### src/rtl/fp32_div_seq.sv
// fp32_div_seq: multi-cycle IEEE-754 binary32 divider, result = a / b.
//
// Ports
//   clk     rising-edge clock
//   reset   asynchronous active-low reset
//   start   level request: high = compute/hold, low = idle/abort
//   a, b    dividend / divisor (binary32), sampled only on the accepting edge
//   result  quotient (binary32), written once per completed operation
//   finish  high while the result for the current request is held
//
// Latency: finish rises after the 29th rising edge counted from the first
// edge that samples start=1. Edge 1 latches the decoded operands. Edges 2..27
// produce the 26 quotient bits, one per edge. Edge 28 normalises, rounds and
// writes result. Edge 29 raises finish.
// Denormals are flushed to zero. The rounding mode is round to nearest,
// ties to even. Results never come out denormal.
module fp32_div_seq (
  input  logic        clk,
  input  logic        reset,
  input  logic        start,
  input  logic [31:0] a,
  input  logic [31:0] b,
  output logic [31:0] result,
  output logic        finish
);

  typedef enum logic [2:0] {S_IDLE, S_UNPACK, S_DIVIDE, S_ROUND, S_DONE} state_t;

  state_t             r_state, w_nxt;
  logic               r_armed;       // start was seen low while idle
  logic               r_sign;
  logic signed [9:0]  r_exp;
  logic [23:0]        r_mb;
  logic [25:0]        r_rem;
  logic [25:0]        r_q;
  logic [4:0]         r_cnt;
  logic               r_spec;
  logic [31:0]        r_spec_val;
  logic [31:0]        r_result;
  logic               r_finish;

  logic w_load, w_step, w_round, w_hold;

  // ---------------- operand decode (used only on the accepting edge)
  logic [7:0]  w_ea, w_eb;
  logic        w_a_zero, w_b_zero, w_a_inf, w_b_inf, w_a_nan, w_b_nan;
  logic        w_sign, w_nan, w_spec;
  logic [31:0] w_spec_val;

  assign w_ea     = a[30:23];
  assign w_eb     = b[30:23];
  // exponent 0 covers both true zero and flushed denormals
  assign w_a_zero = (w_ea == 8'h00);
  assign w_b_zero = (w_eb == 8'h00);
  assign w_a_inf  = (w_ea == 8'hFF) && (a[22:0] == 23'd0);
  assign w_b_inf  = (w_eb == 8'hFF) && (b[22:0] == 23'd0);
  assign w_a_nan  = (w_ea == 8'hFF) && (a[22:0] != 23'd0);
  assign w_b_nan  = (w_eb == 8'hFF) && (b[22:0] != 23'd0);
  assign w_sign   = a[31] ^ b[31];
  assign w_nan    = w_a_nan | w_b_nan | (w_a_zero & w_b_zero) | (w_a_inf & w_b_inf);
  assign w_spec   = w_nan | w_a_zero | w_b_zero | w_a_inf | w_b_inf;

  always_comb begin
    w_spec_val = {w_sign, 31'd0};                       // 0/x, x/inf
    if (w_nan)                    w_spec_val = 32'h7FC00000;
    else if (w_b_zero | w_a_inf)  w_spec_val = {w_sign, 8'hFF, 23'd0};
  end

  // ---------------- restoring division step
  logic        w_ge;
  logic [25:0] w_rem_nxt;
  assign w_ge      = (r_rem >= {2'b00, r_mb});
  assign w_rem_nxt = (w_ge ? (r_rem - {2'b00, r_mb}) : r_rem) << 1;

  // ---------------- normalise + round to nearest even
  logic              w_norm, w_g, w_s, w_inc;
  logic [23:0]       w_sig, w_sig_r;
  logic signed [9:0] w_e1, w_e2;
  logic [31:0]       w_res;

  assign w_norm  = r_q[25];                      // quotient >= 1.0
  assign w_sig   = w_norm ? r_q[25:2] : r_q[24:1];
  assign w_g     = w_norm ? r_q[1] : r_q[0];
  assign w_s     = (w_norm & r_q[0]) | (|r_rem);
  assign w_inc   = w_g & (w_s | w_sig[0]);
  // an all-ones significand wraps to zero on increment; the cleared MSB
  // marks the carry-out, and the stored fraction is then correctly 0
  assign w_sig_r = w_sig + {23'd0, w_inc};
  assign w_e1    = r_exp - (w_norm ? 10'sd0 : 10'sd1);
  assign w_e2    = w_e1 + (w_sig_r[23] ? 10'sd0 : 10'sd1);

  always_comb begin
    w_res = {r_sign, w_e2[7:0], w_sig_r[22:0]};
    if (r_spec)                  w_res = r_spec_val;
    else if (w_e2 >= 10'sd255)   w_res = {r_sign, 8'hFF, 23'd0};
    else if (w_e2 <= 10'sd0)     w_res = {r_sign, 31'd0};
  end

  // ---------------- FSM: state register
  always_ff @(posedge clk or negedge reset) begin
    if (!reset) r_state <= S_IDLE;
    else        r_state <= w_nxt;
  end

  // ---------------- FSM: next state (start low anywhere returns to idle)
  always_comb begin
    w_nxt = r_state;
    case (r_state)
      S_IDLE:   if (start && r_armed) w_nxt = S_UNPACK;
      S_UNPACK: w_nxt = start ? S_DIVIDE : S_IDLE;
      S_DIVIDE: if (!start) w_nxt = S_IDLE;
                else if (r_cnt == 5'd25) w_nxt = S_ROUND;
      S_ROUND:  w_nxt = start ? S_DONE : S_IDLE;
      S_DONE:   if (!start) w_nxt = S_IDLE;
      default:  w_nxt = S_IDLE;
    endcase
  end

  // ---------------- FSM: control outputs
  // UNPACK holds the freshly latched operands and already takes the first
  // quotient bit, so the 26 bits land on edges 2..27.
  always_comb begin
    w_load  = 1'b0;
    w_step  = 1'b0;
    w_round = 1'b0;
    w_hold  = 1'b0;
    case (r_state)
      S_IDLE:   w_load  = start & r_armed;
      S_UNPACK,
      S_DIVIDE: w_step  = start;
      S_ROUND:  w_round = start;
      S_DONE:   w_hold  = start;
      default:  ;
    endcase
  end

  // ---------------- datapath
  always_ff @(posedge clk or negedge reset) begin
    if (!reset) begin
      r_armed    <= 1'b0;
      r_sign     <= 1'b0;
      r_exp      <= 10'sd0;
      r_mb       <= 24'd0;
      r_rem      <= 26'd0;
      r_q        <= 26'd0;
      r_cnt      <= 5'd0;
      r_spec     <= 1'b0;
      r_spec_val <= 32'd0;
      r_result   <= 32'd0;
      r_finish   <= 1'b0;
    end else begin
      // a new request needs a low sample of start while idle
      r_armed  <= (r_state == S_IDLE) && !start;
      r_finish <= w_hold;
      if (w_load) begin
        r_sign     <= w_sign;
        r_exp      <= $signed({2'b00, w_ea}) - $signed({2'b00, w_eb}) + 10'sd127;
        r_rem      <= {2'b01, a[22:0], 1'b0} >> 1;
        r_mb       <= {1'b1, b[22:0]};
        r_q        <= 26'd0;
        r_cnt      <= 5'd0;
        r_spec     <= w_spec;
        r_spec_val <= w_spec_val;
      end
      if (w_step) begin
        r_rem <= w_rem_nxt;
        r_q   <= {r_q[24:0], w_ge};
        r_cnt <= r_cnt + 5'd1;
      end
      if (w_round) r_result <= w_res;
    end
  end

  assign result = r_result;
  assign finish = r_finish;

endmodule

### config.mk
export PLATFORM = sky130hd
export DESIGN_NAME = fp32_div_seq
export DESIGN_NICKNAME = d
export VERILOG_FILES = /design/src/rtl/fp32_div_seq.sv
export SDC_FILE = /design/constraint.sdc
export NUM_CORES = 1
export LEC_CHECK = 0
export CORE_UTILIZATION = 38
export DETAILED_ROUTE_END_ITERATION = 7
export PLACE_DENSITY = 0.69
export SLEW_MARGIN = 20
export SYNTH_ARGS = -nofsm -noshare
export SYNTH_HDL_FRONTEND = slang
export SYNTH_SLANG_ARGS = --single-unit
### constraint.sdc
create_clock -name clk -period 5.5 [get_ports clk]
set_clock_uncertainty 0.1 [all_clocks]
set_input_delay 1.1 -clock clk [delete_from_list [all_inputs] [get_ports clk]]
set_output_delay 1.1 -clock clk [all_outputs]
set_load 0.1 [all_outputs]
==> impl_metrics.env <==
export IMPL_timing_critical_path_cells="mux2i_1 > or4b_4 > a2111o_1 > nor3_4 > and2_1 > a211oi_1 > a21oi_1 > ha_1 > inv_1 > ha_1 > a211o_1 > a211o_1 > a211o_1 > and3_4 > or2_1 > or3_4 > nand4_4 > buf_4 > o21ai_2"
export IMPL_dpl_worst_slack_ps=19.0
export IMPL_clock_tree_htree_level_count=4
export IMPL_overall_via_count_from_detail_route=7672
export IMPL_cts_buffer_depth=2
export IMPL_p_sw_frac=0.438
export IMPL_core_um2=22600
export IMPL_final_max_slew_viol_count=0
export IMPL_layout_common_cells="sky130_fd_sc_hd__nand2_1, sky130_fd_sc_hd__dfrtp_1, sky130_fd_sc_hd__clkdlybuf4s50_1"
export IMPL_cp_required_ps=5710
export IMPL_post_synth_num_cell_types=70
export IMPL_drtAntennaViolNets=0
export IMPL_ys_flop_type="sky130_fd_sc_hd__dfrtp_1"
export IMPL_die_width_um=154
export IMPL_synthArstFlopShare=1.00
export IMPL_clk_pin_slew_worst_paths_ps=60
export IMPL_port_buffer_count=99
export IMPL_boundaryPins=100
export IMPL_dr_wl_met3_um=897
export IMPL_part_of_the_total_power_dissipated_in_the_clock_network=0.218
export IMPL_die_area_um2=23600
export IMPL_layout_setup_ws_ps=259
export IMPL_timing_critical_path_to_type="flip-flop"
export IMPL_grt_max_degree=108
export IMPL_drt_first_iter_violations=442
export IMPL_tritoncts_num_sinks=133
export IMPL_setup_worst_path_class="flip-flop to flip-flop"
export IMPL_grt_ovfl_total=0
export IMPL_maxClockFrequency_ghz=0.191
export IMPL_synth_cell_area_um2=8750
export IMPL_timing_critical_path_slowest_cell_delay_ps=580
export IMPL_power_share_combinational=0.527
export IMPL_period_share=0.953
export IMPL_hold_viol_final=0
export IMPL_start_util=0.387
export IMPL_grt_setup_unrepaired="no"
export IMPL_setup_reg_to_reg_worst_slack_ps=260
export IMPL_area_growth_syn_to_layout_pct=23.2
export IMPL_global_route_usage_total=0.185
export IMPL_place_detailed_hpwl_um=15500
export IMPL_first_global_vias=7239
export IMPL_vdd_ir_drop_max_uv=257
export IMPL_power_frac_seq=0.255
export IMPL_die_h_um=154
export IMPL_met2RoutedLength_um=10200
export IMPL_period_minus_slack_ps=5240
export IMPL_num_rows=55
export IMPL_synth_area_per_cell_um2=8.85
export IMPL_cp_slowest_cell="sky130_fd_sc_hd__or4b_4"
export IMPL_maxCapViolCount=0
export IMPL_final_layout_size_suffix_gt1_frac=0.0935
export IMPL_powerDensity_nw_per_um2=527
export IMPL_routed_wl_um=21600
export IMPL_cp_max_fo=11
export IMPL_synth_seq_cells=133
export IMPL_route_top_layer_used="met4"
export IMPL_crit_path_frequent_cell="sky130_fd_sc_hd__a211o_1"
export IMPL_final_tns_setup_ps=0
export IMPL_wire_length_of_the_first_global_routing_pass_um=35400
export IMPL_number_of_antenna_violations_at_the_first_check_in_global_routing=0
export IMPL_worstHoldPathType="flip-flop to flip-flop"
export IMPL_leakagePower_nw=4.58
export IMPL_avgViaCountPerCell=5.58
export IMPL_antennaDiodeCount=0
export IMPL_p_sw_mw=2.48
export IMPL_cts_tree="built"
export IMPL_synth_nets=1104
export IMPL_timing_slew_headroom=0.346
export IMPL_ys_seq_area_frac=0.381
export IMPL_cts_root_buffer="sky130_fd_sc_hd__clkbuf_16"
export IMPL_worst_slew_pin_transition_ps=978
export IMPL_clock_insertion_delay_worst_skew_ps=430
export IMPL_setup_violations=0
export IMPL_internal_power_summed_over_all_cells_mw=3.19
export IMPL_worst_ep_arrival_time_ps=5450
export IMPL_netlist_instances=988
export IMPL_cp_start_kind="flip-flop"
export IMPL_run_status="complete, no violations"
export IMPL_route_detailed_drc=0
export IMPL_wl_per_cell_um=15.7
export IMPL_detail_route_wirelength_met1_um=10100
export IMPL_layout_commonest_cell="sky130_fd_sc_hd__nand2_1"
export IMPL_place_congestion=0.874
export IMPL_numCtsBuffers=17
export IMPL_finish_net_count=1194
export IMPL_synth_yosys_warnings=0
export IMPL_synth_edf_count=0
export IMPL_dr_pass1_iters=6
## critical path: cells and delay by family (launching register included)
kind | cells | cell delay [ps]
adder cells (fa/ha/maj) | 2 | 500
buffers and inverters | 2 | 220
multiplexers | 1 | 160
AND/OR/NAND/NOR | 7 | 2160
AO/OA/AOI/OAI | 7 | 1580
flip-flops | 1 | 430
## stage by stage
stage	cell area (um^2)	hold WS (ps)	util	power, mW	cells
final	10800	364	0.477	5.67	1376
after global routing	10800	380	0.477	6.10	1376
after CTS	10600	362	0.471	5.59	1367
after detailed placement	10000	349	0.443	4.31	1335
after global placement	10000	334	0.443	4.27	1335
after floorplan	8750	318	-	3.64	988
## state kept, by name (all words and copies together) (netlist names), 3 cells and up
signal      flops
r_rem          26
r_exp          10
r_cnt           5
result         32
r_mb           24
r_state         3
r_q            26
r_spec_val      3
## per-layer routing
| layer | vias to the layer above | GRT usage |
|---|---|---|
| li1 | 3766 | - |
| met1 | 3703 | 0.243 |
| met2 | 179 | 0.302 |
| met3 | 24 | 0.0409 |
| met4 | 0 | 0.0610 |
| met5 | - | 0 |
## power groups by stage
stage / Combinational (mW) / Sequential [mW] / Clock [mW]
after floorplan: 2.07 / 1.58 / 0
after global placement: 2.82 / 1.45 / 0
after detailed placement: 2.86 / 1.45 / 0
after CTS: 2.89 / 1.44 / 1.26
after global routing: 3.33 / 1.48 / 1.30
final: 2.99 / 1.44 / 1.24
## cell usage after synthesis (all sizes together) (20+ instances only)
cell type / count / area share
a21oi: 43 / 0.025
a22o: 27 / 0.027
clkbuf: 37 / 0.016
dfrtp: 133 / 0.38
ha: 46 / 0.066
inv: 56 / 0.024
mux2i: 22 / 0.025
nand2: 133 / 0.057
nand3: 20 / 0.011
nor2: 45 / 0.019
nor4: 23 / 0.016
o21ai: 111 / 0.072
xnor2: 34 / 0.034
xor2: 23 / 0.023
## cell type report
type                    count  area, um^2
flip-flops and latches    133        3330
fillers                  2145       11800
multi-input cells         748        5050
clock inverters            14         199
inverters                  56         210
repair buffers            122        1190
clock buffers              18         439
well taps                 285         357
## cells by family after synthesis
kind of cell | share of synthesized area
flip-flops | 0.381
AND/OR/NAND/NOR | 0.176
AO/OA/AOI/OAI | 0.234
multiplexers | 0.0303
XOR/XNOR | 0.0571
adder cells (fa/ha/maj) | 0.0727
buffers and inverters | 0.0494
## worst paths after layout
| kind | startpoint | end | cells after the start |
|---|---|---|---|
| min in group asynchronous | reset | result[28] | 1 |
| worst max-delay path | r_q[25] | result[15] | 19 |
| worst min-delay path | r_state[2] | r_armed | 1 |
| worst min register to register | r_state[2] | r_armed | 1 |
| worst max register to register | r_q[25] | result[15] | 19 |
| max in group asynchronous | reset | r_mb[12] | 2 |
## what timing repair did
item / 4_1_cts / 5_1_grt
buffers inserted: 0 / 7
gates resized for setup: 0 / 9
hold buffers: 0 / 0
pin swaps: 1 / 2
hold endpoints to repair: 0 / 0
cloned: 0 / 1
setup endpoints to repair: 1 / 28
(Power assumes the default switching activity.)
